[config.mk]
export PLATFORM = sky130hd
export DESIGN_NAME = cnu6_ib_ram_loader_flat
export DESIGN_NICKNAME = d
export VERILOG_FILES = /design/src/rtl/cnu6_ib_ram_loader_if.sv /design/src/rtl/cnu6_ib_ram_loader.sv /design/src/flat_wrapper.sv
export SDC_FILE = /design/constraint.sdc
export NUM_CORES = 1
export LEC_CHECK = 0
export CELL_PAD_IN_SITES_DETAIL_PLACEMENT = 0
export CELL_PAD_IN_SITES_GLOBAL_PLACEMENT = 1
export CORE_AREA = 5 5 71 73
export CTS_BUF_LIST = sky130_fd_sc_hd__clkbuf_4 sky130_fd_sc_hd__clkbuf_8
export CTS_CLUSTER_SIZE = 16
export DETAILED_ROUTE_END_ITERATION = 8
export DIE_AREA = 0 0 76 78
export GPL_TIMING_DRIVEN = 0
export HOLD_SLACK_MARGIN = 0.06
export MAX_ROUTING_LAYER = met4
export PLACE_DENSITY = 0.78
export SYNTH_ARGS = -nofsm -noshare
export SYNTH_HDL_FRONTEND = slang
export SYNTH_SLANG_ARGS = --single-unit
[constraint.sdc]
create_clock -name write_clk -period 2.2 [get_ports write_clk]
set_input_delay 0.33 -clock write_clk [delete_from_list [all_inputs] [get_ports write_clk]]
set_output_delay 0.33 -clock write_clk [all_outputs]
set_load 0.03 [all_outputs]
[src/rtl/cnu6_ib_ram_loader_if.sv]
// ----------------------------------------------------------------------------
// cnu6_ib_ram_loader_if
// Groups the strobes from the CNU6 write FSM, the IB ROM read port, the LUT RAM
// write ports and the loader status flags into one bundle.
//   master : write FSM / ROM / RAM side (drives strobes and rom_rdata)
//   slave  : cnu6_ib_ram_loader (drives ROM address, RAM writes, status)
// ----------------------------------------------------------------------------
interface cnu6_ib_ram_loader_if #(
    parameter int LOAD_CYCLE     = 32,
    parameter int DATA_WIDTH     = 4,
    parameter int ITER_MAX       = 5,
    parameter int ROM_ADDR_WIDTH = $clog2(ITER_MAX*LOAD_CYCLE)
);
    localparam int WADDR_W = $clog2(LOAD_CYCLE);
    localparam int ITER_W  = $clog2(ITER_MAX);

    // strobes from the write FSM
    logic                      rom_port_fetch;
    logic                      ram_mux_en;
    logic                      ram_write_en;
    logic                      iter_update;
    logic                      c6ib_rom_rst;
    logic                      iter_clr;
    // IB ROM port
    logic [ROM_ADDR_WIDTH-1:0] rom_addr;
    logic [2*DATA_WIDTH+1:0]   rom_rdata;
    // LUT RAM bank write ports
    logic [WADDR_W-1:0]        ram_waddr;
    logic [DATA_WIDTH-1:0]     ram_wdata_b0;
    logic [DATA_WIDTH-1:0]     ram_wdata_b1;
    logic                      ram_we_b0;
    logic                      ram_we_b1;
    // status
    logic [ITER_W-1:0]         iter_cnt;
    logic                      load_done;
    logic                      load_abort;
    logic                      iter_overflow;
    logic                      parity_err;

    modport master (
        output rom_port_fetch, ram_mux_en, ram_write_en, iter_update,
               c6ib_rom_rst, iter_clr, rom_rdata,
        input  rom_addr, ram_waddr, ram_wdata_b0, ram_wdata_b1, ram_we_b0,
               ram_we_b1, iter_cnt, load_done, load_abort, iter_overflow,
               parity_err
    );

    modport slave (
        input  rom_port_fetch, ram_mux_en, ram_write_en, iter_update,
               c6ib_rom_rst, iter_clr, rom_rdata,
        output rom_addr, ram_waddr, ram_wdata_b0, ram_wdata_b1, ram_we_b0,
               ram_we_b1, iter_cnt, load_done, load_abort, iter_overflow,
               parity_err
    );
endinterface

[src/rtl/cnu6_ib_ram_loader.sv]
// ----------------------------------------------------------------------------
// cnu6_ib_ram_loader
// Copies one iteration's IB-map table (LOAD_CYCLE ROM words) from the
// synchronous IB ROM into the two interleaved LUT RAM banks, driven by the
// strobes of the CNU6 write FSM, and tracks the iteration index that forms
// the ROM base address (iter_cnt*LOAD_CYCLE).
// Ports:
//   write_clk : sole clock
//   rstn      : asynchronous active-low reset
//   io_bus    : cnu6_ib_ram_loader_if.slave (strobes in, ROM addr/data,
//               bank write ports, iter_cnt, load_done/abort pulses,
//               sticky iter_overflow / parity_err)
// Build option: define CNU6_LOADER_PARITY_EN to check the even-parity bits of
// every written ROM word; otherwise parity_err is tied low.
// ----------------------------------------------------------------------------
module cnu6_ib_ram_loader #(
    parameter int LOAD_CYCLE     = 32,
    parameter int DATA_WIDTH     = 4,
    parameter int ITER_MAX       = 5,
    parameter int ROM_ADDR_WIDTH = $clog2(ITER_MAX*LOAD_CYCLE)
) (
    input  logic                  write_clk,
    input  logic                  rstn,
    cnu6_ib_ram_loader_if.slave   io_bus
);
    localparam int WA_W = $clog2(LOAD_CYCLE);
    localparam int IT_W = $clog2(ITER_MAX);

    typedef enum logic [1:0] {S_IDLE, S_FETCH, S_WRITE, S_COMMIT} state_t;

    state_t                    r_state, w_state_nxt;
    logic [WA_W-1:0]           r_fetch_cnt, w_fetch_nxt, w_fetch_inc;
    logic [WA_W-1:0]           r_wr_cnt, w_wr_nxt;
    logic [IT_W-1:0]           r_iter_cnt, w_iter_nxt;
    logic [ROM_ADDR_WIDTH-1:0] r_rom_addr, w_rom_addr_nxt;
    logic                      r_we, w_we;
    logic [WA_W-1:0]           r_waddr, w_waddr;
    logic [DATA_WIDTH-1:0]     r_wd0, r_wd1, w_wd0, w_wd1;
    logic                      r_done, w_done, r_abort, w_abort;
    logic                      r_ovf, w_ovf_set;

    // fetch_cnt is the ROM entry currently being presented; it saturates on
    // the last entry so the final WRITE cycle does not run into the next table.
    assign w_fetch_inc = (r_fetch_cnt == WA_W'(LOAD_CYCLE-1)) ? r_fetch_cnt
                                                              : r_fetch_cnt + 1'b1;

    always_comb begin
        w_state_nxt = r_state;
        w_fetch_nxt = r_fetch_cnt;
        w_wr_nxt    = r_wr_cnt;
        w_iter_nxt  = r_iter_cnt;
        w_we        = 1'b0;
        w_wd0       = '0;
        w_wd1       = '0;
        w_done      = 1'b0;
        w_abort     = 1'b0;
        w_ovf_set   = 1'b0;
        case (r_state)
            S_IDLE: begin
                if (io_bus.c6ib_rom_rst) begin
                    w_fetch_nxt = '0;
                    w_wr_nxt    = '0;
                end
                if (io_bus.rom_port_fetch) begin
                    w_state_nxt = S_FETCH;
                    w_fetch_nxt = '0;
                    w_wr_nxt    = '0;
                end
            end
            S_FETCH: begin
                w_fetch_nxt = '0;
                if (!io_bus.iter_update) begin
                    w_state_nxt = S_IDLE;
                    w_abort     = 1'b1;
                end else if (io_bus.ram_write_en) begin
                    // Entry 0 was addressed during FETCH, so its data arrives in
                    // the first WRITE cycle; step the address one ahead now so
                    // entry k is on rom_rdata during WRITE cycle k.
                    w_state_nxt = S_WRITE;
                    w_fetch_nxt = w_fetch_inc;
                end
            end
            S_WRITE: begin
                if (!io_bus.ram_write_en || !io_bus.iter_update) begin
                    w_state_nxt = S_IDLE;
                    w_abort     = 1'b1;
                end else begin
                    w_we        = 1'b1;
                    if (io_bus.ram_mux_en) begin
                        w_wd0 = io_bus.rom_rdata[DATA_WIDTH-1:0];
                        w_wd1 = io_bus.rom_rdata[2*DATA_WIDTH-1:DATA_WIDTH];
                    end
                    w_wr_nxt    = r_wr_cnt + 1'b1;
                    w_fetch_nxt = w_fetch_inc;
                    if (r_wr_cnt == WA_W'(LOAD_CYCLE-1))
                        w_state_nxt = S_COMMIT;
                end
            end
            S_COMMIT: begin
                w_done      = 1'b1;
                w_state_nxt = S_IDLE;
                if (r_iter_cnt < IT_W'(ITER_MAX-1))
                    w_iter_nxt = r_iter_cnt + 1'b1;
                else
                    w_ovf_set  = 1'b1;
            end
            default: w_state_nxt = S_IDLE;
        endcase
        // new codeword: clear beats a simultaneous commit increment
        if (io_bus.iter_clr)
            w_iter_nxt = '0;
    end

    assign w_waddr        = w_we ? r_wr_cnt : '0;
    assign w_rom_addr_nxt = ROM_ADDR_WIDTH'(w_iter_nxt) * ROM_ADDR_WIDTH'(LOAD_CYCLE)
                          + ROM_ADDR_WIDTH'(w_fetch_nxt);

    always_ff @(posedge write_clk or negedge rstn) begin
        if (!rstn) begin
            r_state     <= S_IDLE;
            r_fetch_cnt <= '0;
            r_wr_cnt    <= '0;
            r_iter_cnt  <= '0;
            r_rom_addr  <= '0;
            r_we        <= 1'b0;
            r_waddr     <= '0;
            r_wd0       <= '0;
            r_wd1       <= '0;
            r_done      <= 1'b0;
            r_abort     <= 1'b0;
            r_ovf       <= 1'b0;
        end else begin
            r_state     <= w_state_nxt;
            r_fetch_cnt <= w_fetch_nxt;
            r_wr_cnt    <= w_wr_nxt;
            r_iter_cnt  <= w_iter_nxt;
            r_rom_addr  <= w_rom_addr_nxt;
            r_we        <= w_we;
            r_waddr     <= w_waddr;
            r_wd0       <= w_wd0;
            r_wd1       <= w_wd1;
            r_done      <= w_done;
            r_abort     <= w_abort;
            r_ovf       <= r_ovf | w_ovf_set;
        end
    end

`ifdef CNU6_LOADER_PARITY_EN
    logic r_perr, w_perr_set;

    // even parity: the stored bit equals the XOR of its field
    assign w_perr_set = w_we &&
        (((^io_bus.rom_rdata[DATA_WIDTH-1:0])            != io_bus.rom_rdata[2*DATA_WIDTH]) ||
         ((^io_bus.rom_rdata[2*DATA_WIDTH-1:DATA_WIDTH]) != io_bus.rom_rdata[2*DATA_WIDTH+1]));

    always_ff @(posedge write_clk or negedge rstn) begin
        if (!rstn) r_perr <= 1'b0;
        else       r_perr <= r_perr | w_perr_set;
    end

    assign io_bus.parity_err = r_perr;
`else
    // parity bits are deliberately left unread in this build
    logic w_unused_parity;
    assign w_unused_parity   = ^io_bus.rom_rdata[2*DATA_WIDTH+1:2*DATA_WIDTH];
    assign io_bus.parity_err = 1'b0;
`endif

    assign io_bus.rom_addr      = r_rom_addr;
    assign io_bus.ram_waddr     = r_waddr;
    assign io_bus.ram_wdata_b0  = r_wd0;
    assign io_bus.ram_wdata_b1  = r_wd1;
    assign io_bus.ram_we_b0     = r_we;
    assign io_bus.ram_we_b1     = r_we;
    assign io_bus.iter_cnt      = r_iter_cnt;
    assign io_bus.load_done     = r_done;
    assign io_bus.load_abort    = r_abort;
    assign io_bus.iter_overflow = r_ovf;
endmodule

[src/flat_wrapper.sv]
// flat-port wrapper written by rule: the top's interface ports become plain ports
module cnu6_ib_ram_loader_flat 
#(
    parameter int LOAD_CYCLE     = 32,
    parameter int DATA_WIDTH     = 4,
    parameter int ITER_MAX       = 5,
    parameter int ROM_ADDR_WIDTH = $clog2(ITER_MAX*LOAD_CYCLE)
)
  (write_clk, rstn, io_bus_rom_port_fetch, io_bus_ram_mux_en, io_bus_ram_write_en, io_bus_iter_update, io_bus_c6ib_rom_rst, io_bus_iter_clr, io_bus_rom_rdata, io_bus_rom_addr, io_bus_ram_waddr, io_bus_ram_wdata_b0, io_bus_ram_wdata_b1, io_bus_ram_we_b0, io_bus_ram_we_b1, io_bus_iter_cnt, io_bus_load_done, io_bus_load_abort, io_bus_iter_overflow, io_bus_parity_err);
  cnu6_ib_ram_loader_if #(.LOAD_CYCLE(LOAD_CYCLE), .DATA_WIDTH(DATA_WIDTH), .ITER_MAX(ITER_MAX), .ROM_ADDR_WIDTH(ROM_ADDR_WIDTH)) io_bus_i ();
  input  logic write_clk;
  input  logic rstn;
  input wire logic [$bits(io_bus_i.rom_port_fetch)-1:0] io_bus_rom_port_fetch;
  input wire logic [$bits(io_bus_i.ram_mux_en)-1:0] io_bus_ram_mux_en;
  input wire logic [$bits(io_bus_i.ram_write_en)-1:0] io_bus_ram_write_en;
  input wire logic [$bits(io_bus_i.iter_update)-1:0] io_bus_iter_update;
  input wire logic [$bits(io_bus_i.c6ib_rom_rst)-1:0] io_bus_c6ib_rom_rst;
  input wire logic [$bits(io_bus_i.iter_clr)-1:0] io_bus_iter_clr;
  input wire logic [$bits(io_bus_i.rom_rdata)-1:0] io_bus_rom_rdata;
  output wire logic [$bits(io_bus_i.rom_addr)-1:0] io_bus_rom_addr;
  output wire logic [$bits(io_bus_i.ram_waddr)-1:0] io_bus_ram_waddr;
  output wire logic [$bits(io_bus_i.ram_wdata_b0)-1:0] io_bus_ram_wdata_b0;
  output wire logic [$bits(io_bus_i.ram_wdata_b1)-1:0] io_bus_ram_wdata_b1;
  output wire logic [$bits(io_bus_i.ram_we_b0)-1:0] io_bus_ram_we_b0;
  output wire logic [$bits(io_bus_i.ram_we_b1)-1:0] io_bus_ram_we_b1;
  output wire logic [$bits(io_bus_i.iter_cnt)-1:0] io_bus_iter_cnt;
  output wire logic [$bits(io_bus_i.load_done)-1:0] io_bus_load_done;
  output wire logic [$bits(io_bus_i.load_abort)-1:0] io_bus_load_abort;
  output wire logic [$bits(io_bus_i.iter_overflow)-1:0] io_bus_iter_overflow;
  output wire logic [$bits(io_bus_i.parity_err)-1:0] io_bus_parity_err;
  assign io_bus_i.rom_port_fetch = io_bus_rom_port_fetch;
  assign io_bus_i.ram_mux_en = io_bus_ram_mux_en;
  assign io_bus_i.ram_write_en = io_bus_ram_write_en;
  assign io_bus_i.iter_update = io_bus_iter_update;
  assign io_bus_i.c6ib_rom_rst = io_bus_c6ib_rom_rst;
  assign io_bus_i.iter_clr = io_bus_iter_clr;
  assign io_bus_i.rom_rdata = io_bus_rom_rdata;
  assign io_bus_rom_addr = io_bus_i.rom_addr;
  assign io_bus_ram_waddr = io_bus_i.ram_waddr;
  assign io_bus_ram_wdata_b0 = io_bus_i.ram_wdata_b0;
  assign io_bus_ram_wdata_b1 = io_bus_i.ram_wdata_b1;
  assign io_bus_ram_we_b0 = io_bus_i.ram_we_b0;
  assign io_bus_ram_we_b1 = io_bus_i.ram_we_b1;
  assign io_bus_iter_cnt = io_bus_i.iter_cnt;
  assign io_bus_load_done = io_bus_i.load_done;
  assign io_bus_load_abort = io_bus_i.load_abort;
  assign io_bus_iter_overflow = io_bus_i.iter_overflow;
  assign io_bus_parity_err = io_bus_i.parity_err;
  cnu6_ib_ram_loader #(.LOAD_CYCLE(LOAD_CYCLE), .DATA_WIDTH(DATA_WIDTH), .ITER_MAX(ITER_MAX), .ROM_ADDR_WIDTH(ROM_ADDR_WIDTH)) u_core (.write_clk(write_clk), .rstn(rstn), .io_bus(io_bus_i));
endmodule
# Word-level counts from Yosys, hierarchy flattened
# Index checks and enable logic that the tools add are counted.
# classes
n_addsub,4
magnitude_cmp,1
eq_ne,10
muxes,35
bitwise,1
reduce_logical,7
# ops
op,n
5-bit two-way mux,10
4-bit two-way mux,6
5-bit case mux with 3 select lines,1
5-bit by 1-bit adder with 5-bit output (second input constant),2
5-bit == test (second input constant),2
2-bit two-way mux,5
5-bit case mux with 2 select lines,1
3-bit two-way mux,3
8-bit by 5-bit adder with 8-bit output,1
2-bit case mux with 4 select lines,1
1-bit two-way mux,7
3-bit inequality test (second input constant),2
3-bit AND reduction,2
2-bit == test (second input constant),2
2-bit inequality test (second input constant),2
3-bit by 1-bit adder with 3-bit output (second input constant),1
3-bit less-than comparator (second input constant),1
3-bit by 1-bit inequality test with 1-bit output (second input constant),1
2-bit by 1-bit == test with 1-bit output (second input constant),1
1-bit zero test,2
2-bit zero test,1
1-bit case mux with 2 select lines,1
2-bit nonzero test,1
1-bit logical OR,1
1-bit OR,1
# totals
reg_bits,40
input_bits,18
output_inout_bits,30

# Logic depth before layout (Yosys ltp)
# Gate-level depths: netlist (run 1).
# logic_depth
depth_word,6
mapped_depth,7
depth_no_buf,6

# Worst setup path before layout (run 1)
# No wires, ideal clock.
# synth_timing
kind,reg2reg
start,reg u_core.r_wr_cnt[0]
end,reg u_core.r_state[1]
setup_ps,125
arrival_ps,1566
setup_slack_ps,510
stages_incl_launch_ff,7
synth_period_minus_slack_ps,1690
path_cell_list,dfrtp_1 ha_1 and3_1 ha_1 nand4b_1 nand3_1 mux2_2
# synth_via
elab_chain_cells,3
# synth_lines
element,line_no,text
start: declaration,cnu6_ib_ram_loader.sv:33,"logic [WA_W-1:0] r_wr_cnt, w_wr_nxt;"
start signal: assignment,cnu6_ib_ram_loader.sv:135,r_wr_cnt <= w_wr_nxt;
5-bit == test,cnu6_ib_ram_loader.sv:95,if (r_wr_cnt == WA_W'(LOAD_CYCLE-1))
3-bit by 1-bit inequality test with 1-bit output (no source line),--,
3-bit AND reduction (no source line),--,
end signal: assignment,cnu6_ib_ram_loader.sv:133,r_state <= w_state_nxt;
end: declaration,cnu6_ib_ram_loader.sv:31,"state_t r_state, w_state_nxt;"
# No other way between the ends.
# A chain may end at the register's enable or synchronous reset.

# Final worst setup path (run 1)
# layout_timing
start,reg u_core.r_state[0]
end,reg u_core.r_fetch_cnt[2]
# layout_via
elab_chain_cells,2
# layout_lines
element,line_no,text
2-bit == test (tied with other cells),cnu6_ib_ram_loader.sv:58,case (r_state)
5-bit case mux with 3 select lines *,cnu6_ib_ram_loader.sv:58,
end signal: assignment,cnu6_ib_ram_loader.sv:134,r_fetch_cnt <= w_fetch_nxt;
end: declaration,cnu6_ib_ram_loader.sv:32,"logic [WA_W-1:0] r_fetch_cnt, w_fetch_nxt, w_fetch_inc;"
# Mark *: on every way between the ends. The rest lies on a longest branch, timed or not.

==> results of run 1 <==
==> final cells by class <==
cell class                 instances  share of cell area
tap                               52             0.03041
clock buffer                       6             0.03567
sequential                        32              0.3743
buffer                            10             0.03567
clock inverter                     2             0.01637
timing repair buffer              43              0.1988
multi-input combinational         90              0.2982
inverter                           6             0.01053
==> stage by stage <==
| step | setup slack, ns | total power, uW | cell area, um^2 | utilization |
|---|---|---|---|---|
| floorplan | 0.5097 | 1055 | 1538 | - |
| global placement | 0.2384 | 1245 | 2033 | 0.4735 |
| detailed placement | 0.1807 | 1259 | 2033 | 0.4735 |
| CTS | 0.1973 | 1828 | 2145 | 0.4994 |
| global route | 0.05903 | 1896 | 2140 | 0.4983 |
| finish | 0.2416 | 1804 | 2140 | 0.4983 |
==> report_power, final <==
part	internal, uW	switching, uW	total [uW]
clock network	348	209	557
registers	644	52.1	696
logic	241	310	551
total	1230	571	1800
==> per-layer routing <==
metal	part of all wire	vias to the layer above
li1	-	593
met1	0.39	608
met2	0.53	45
met3	0.067	7
met4	0.017	0
met5	0	-
==> cells by family after synthesis <==
| family | synth area share |
|---|---|
| multiplexers | 0.02685 |
| other | 0.002439 |
| AND/OR/NAND/NOR | 0.1888 |
| adder cells (fa/ha/maj) | 0.07323 |
| AO/OA/AOI/OAI | 0.1237 |
| flip-flops | 0.5207 |
| buffers and inverters | 0.06427 |
==> worst max path at each step <==
| stage | to | slack [ns] | depth (start not counted) |
|---|---|---|---|
| floorplan | u_core.r_state[1] | 0.51 | 6 |
| global placement | u_core.io_bus.ram_wdata_b0[2] | 0.24 | 1 |
| detailed placement | u_core.r_fetch_cnt[2] | 0.18 | 1 |
| CTS | u_core.r_fetch_cnt[2] | 0.20 | 5 |
| global route | u_core.r_fetch_cnt[2] | 0.06 | 5 |
| finish | u_core.r_fetch_cnt[2] | 0.24 | 5 |
==> cells in the final DEF, fill, tap and decap left out, drive strengths merged, types with 3 or more instances in the layout <==
master / n
a21oi: 4
a31oi: 3
and2: 5
and3: 9
buf: 10
clkbuf: 7
clkdlybuf4s50: 42
dfrtp: 32
ha: 9
inv: 6
mux2i: 3
nand2: 3
nand3: 12
nor2: 3
o211ai: 3
o21ai: 6
==> critical path, cell delays in order (launching register included) <==
cell     delay (ns)
dfrtp_1        0.42
inv_1          0.11
ha_1           0.27
nor3b_1        0.71
a211o_1        0.22
a221o_1        0.15
==> sequential cells by signal, indices dropped and copies added (netlist names) <==
name and flops:
u_core.io_bus.rom_addr 1, u_core.io_bus.ram_we_b0 1, u_core.io_bus.ram_waddr 5, u_core.io_bus.iter_cnt 3, u_core.io_bus.load_done 1, u_core.io_bus.ram_wdata_b0 4
u_core.r_state 2, u_core.io_bus.iter_overflow 1, u_core.r_fetch_cnt 4, u_core.io_bus.ram_wdata_b1 4, u_core.r_wr_cnt 5, u_core.io_bus.load_abort 1
==> impl_metrics.yaml, run 1 <==
placed_design:
  portBuffers: 43
  dp.cells: 233
  gp_congestion: 0.8830
  hpwl_um: 2700
floorplanning:
  die_width_um: 76
  dieHeight_um: 78
  start_util: 0.3581
  die-area_um2: 5928
  rows: 24
  core_um2: 4294
  io_pins: 48
yosys:
  synth_top_area_share: 0.5207
  synthTopCellsByCount: "dfrtp_1 (32), nand3_1 (12), and3_1 (9), ha_1 (9)"
  syn_nets: 165
  ys_types: 41
  yosysSeqAreaShare: 0.5207
  async_flop_share: 1.000
  synth.most_common_cell: "dfrtp_1"
  avgSynthCellArea_um2: 11.14
  synth-seq-cells: 32
  yosys-top-cells-area: "dfrtp_1 (52%), ha_1 (7.3%), nand3_1 (3.9%)"
  ys.flop_type: "dfrtp_1"
  synth_edf_count: 0
  yosysWarnings: 0
  syn_inst: 138
  synth_largest_area_cell: "dfrtp_1"
  synth_area_um2: 1538
clocking:
  cts_buffers: 5
  clkTransAtPathRegs_ns: 0.07
  clock-sinks: 32
  cts_resized: 0
  ctsHoldBuffers: 0
  cts_htree_levels: 2
  post-cts-setup-buffers: 0
  clk_path_buf_depth: 2
  clock_latency_ns: 0.28
  cts_root_buf: "clkbuf_8"
  cts_tree: "done"
grt:
  globalRoute.totalOverflow: 0
  grt_first_pass_wirelength_um: 6016
  grt_use_met1: 0.1352
  antenna_found_initial: 0
  grt_max_degree: 33
  grt.busiest_layer: "met2"
  met3_usage: 0.03704
  grtUsageTotal: 0.1292
  grtUsageMet2: 0.2277
  grt_pass1_vias: 1271
detailed_routing:
  totalWireLength_um: 3623
  wl_per_cell_um: 15.03
  first_pass_iters: 4
  route.vias.total: 1253
  drtIter0Drc: 52
  remaining_drc_errors: 0
  drtAntennaViolNets: 0
  routed_via_density: 5.199
setup_path:
  cp-end-kind: "flip-flop"
  path_class: "reg -> reg"
  r2r_cells: 5
  cp.required_ns: 2.42
  startpoint: "u_core.r_state[0]"
  crit_fanout: 7
  r2r-end: "u_core.r_fetch_cnt[2]"
  arrival_ns: 2.18
  r2r-start: "u_core.r_state[0]"
  rrSetupSlack_ns: 0.24
  setup.worst_path.start_class: "flip-flop"
timing:
  relSlewSlack: 0.4471
  setup_viol_count_final: 0
  fin_hold_ws_ns: 0.09261
  final.period_utilization: 0.8902
  worst_pin_slew_ns: 0.8275
  rsz0062_at_grt: "false"
  fin_tns_setup_ns: 0
  min_period_ns: 1.958
  max_freq_mhz: 510.6
  final-max-slew-violation-count: 0
  hold_violations: 0
  fin_skew_ns: 0.003892
pwr:
  leakagePower_uw: 0.001055
  ir_worst_vdd_mv: 0.3502
  power_density_nw_per_um2: 843.0
final_layout:
  fillCellCount: 413
  syn_to_final_growth_pct: 39.14
  drive_above_1_share: 0.1217
  n_antenna_cell: 0
  stdcell_count: 241
  multi_input_area_um2: 638.1
  fin_nets: 215
  seqCellArea_um2: 800.8
flow_run:
  max_cap_viol_count: 0
min_path:
  hold_class: "in -> async"
status:
  status: "finished, final reports clean"
Power figures use the tool's default switching activity.
==> run 2: changes to the inputs <==
- RECOVER_POWER: not set -> 100
==> run 2 against run 1 <==
The flow now finishes with violations (capacitance limit, slew limit). Via count fell by 0.64%. Wire length hardly changed. Sequential share of layout area up 0.11 points. Die area unchanged. Clock skew barely moved. Worst hold slack better by 0.36 ns. Register-to-register slack is essentially flat. Final cell count stayed put. Fmax is 0.48% higher. Sequential cell count did not move. Sequential power barely moved. First-iteration DRC count shrank 5.8%. Highest routed layer unchanged.
==> impl_metrics.yaml, run 2 (synthesis results as in run 1) <==
clocking:
  cts_htree_levels: 2
  cts_tree: "done"
  clk_path_buf_depth: 2
  clkTransAtPathRegs_ns: 0.07
  cts_root_buf: "clkbuf_8"
  cts_buffers: 5
  post-cts-setup-buffers: 0
  cts_resized: 0
  clock_latency_ns: 0.28
  ctsHoldBuffers: 0
  clock-sinks: 32
detailed_routing:
  totalWireLength_um: 3620
  drtAntennaViolNets: 0
  first_pass_iters: 4
  wl_per_cell_um: 15.02
  routed_via_density: 5.166
  remaining_drc_errors: 0
  route.vias.total: 1245
  drtIter0Drc: 49
grt:
  grt_max_degree: 33
  grtUsageMet2: 0.2277
  grt_first_pass_wirelength_um: 6016
  grt_pass1_vias: 1271
  antenna_found_initial: 0
  grtUsageTotal: 0.1292
  grt_use_met1: 0.1352
  globalRoute.totalOverflow: 0
  grt.busiest_layer: "met2"
  met3_usage: 0.03704
timing:
  setup_viol_count_final: 0
  worst_pin_slew_ns: 1.667
  final.period_utilization: 0.8859
  fin_tns_setup_ns: 0
  rsz0062_at_grt: "false"
  final-max-slew-violation-count: 33
  relSlewSlack: -0.1114
  hold_violations: 0
  fin_skew_ns: 0.003729
  fin_hold_ws_ns: 0.4490
  max_freq_mhz: 513.1
  min_period_ns: 1.949
setup_path:
  cp-end-kind: "flip-flop"
  critPathBufInv: 1
  crit_cells: 5
  cp_cell_sequence: "inv_1 > ha_1 > nor3b_1 > a211o_1 > a221o_1"
  path_class: "reg -> reg"
  cpMaxStageDelayCell: "nor3b_1"
  arrival_ns: 2.17
  r2r_cells: 5
  cpPeakStageDelay_ns: 0.71
  cp.required_ns: 2.42
  setup.worst_path.start_class: "flip-flop"
  crit_fanout: 7
  path_delay_family: "simple AND/OR/NAND/NOR gates"
final_layout:
  layout_commonest_cell: "dfrtp_1"
  syn_to_final_growth_pct: 38.73
  stdcell_count: 241
  n_antenna_cell: 0
  postLayoutCellArea_um2: 2133
  drive_above_1_share: 0.1058
  fin_nets: 215
  final_cell_mix: "dfrtp_1 (32), dlygate4sd3_1 (29), clkdlybuf4s50_1 (13)"
floorplanning:
  rows: 24
  dieHeight_um: 78
  die-area_um2: 5928
  start_util: 0.3581
  die_width_um: 76
  io_pins: 48
  core_um2: 4294
pwr:
  power_density_nw_per_um2: 836.9
  leakagePower_uw: 0.001140
  ir_worst_vdd_mv: 0.3368
min_path:
  hold_depth: 4
  hold_class: "in -> reg"
flow_run:
  max_cap_viol_count: 1
status:
  status: "finished with violations"
  failed_checks: "capacitance limit, slew limit"
placed_design:
  portBuffers: 43
  dp.cells: 233
  hpwl_um: 2700
  gp_congestion: 0.8830
  placed_area_um2: 2033
[run 2: cell types whose count changed in the layout (fill, tap and decap cells not counted), sizes merged]
cell / delta
clkdlybuf4s50: -29
dlygate4sd3: +29
buf: -3
clkbuf: +3
[run 2: stage by stage]
stage                     setup slack (ns)  power (uW)  utilization
final                               0.2511        1785       0.4968
after floorplan                     0.5097        1055            -
after global routing               0.05904        1875       0.4968
after global placement              0.2384        1245       0.4735
after CTS                           0.1973        1828       0.4994
after detailed placement            0.1807        1259       0.4735
[run 2: layout make-up]
class,count,area [um^2]
Fill cell,417,2161
Clock inverter,2,35.03
Buffer,10,71.32
Sequential cell,32,800.8
Multi-Input combinational cell,90,638.1
Inverter,6,22.52
Clock buffer,6,76.32
Tap cell,52,65.06
Timing Repair Buffer,43,424.2
[run 2: worst paths after layout]
check | startpoint | endpoint | slack (ns)
worst max-delay path | u_core.r_state[0] | u_core.r_fetch_cnt[2] | 0.25
worst min-delay path | io_bus_ram_write_en | u_core.io_bus.load_abort | 0.45
worst max register to register | u_core.r_state[0] | u_core.r_fetch_cnt[2] | 0.25
worst min register to register | u_core.io_bus.iter_overflow | u_core.io_bus.iter_overflow | 0.45
max in group asynchronous | rstn | u_core.io_bus.ram_wdata_b1[3] | 0.76
min in group asynchronous | rstn | u_core.r_state[0] | 0.47
[run 2: power by group]
group	leakage [uW]	switching (uW)	internal (uW)
Clock	0.0000586	211	348
Combinational	0.000640	309	222
Sequential	0.000442	50.8	644
Total	0.00114	571	1210
[run 2: per-layer routing]
layer  up-vias  routed length (um)
li1        593                   -
met3         7                 235
met2        41                1893
met5         -                   0
met1       604                1430
met4         0                  60
[run 2: worst min-delay path: cells and delay by family]
kind / cells / cell delay [ns]
and+or+nand+nor: 2 / 0.17
buffers and inverters: 1 / 0.11
AOI/OAI and AO/OA: 1 / 0.07
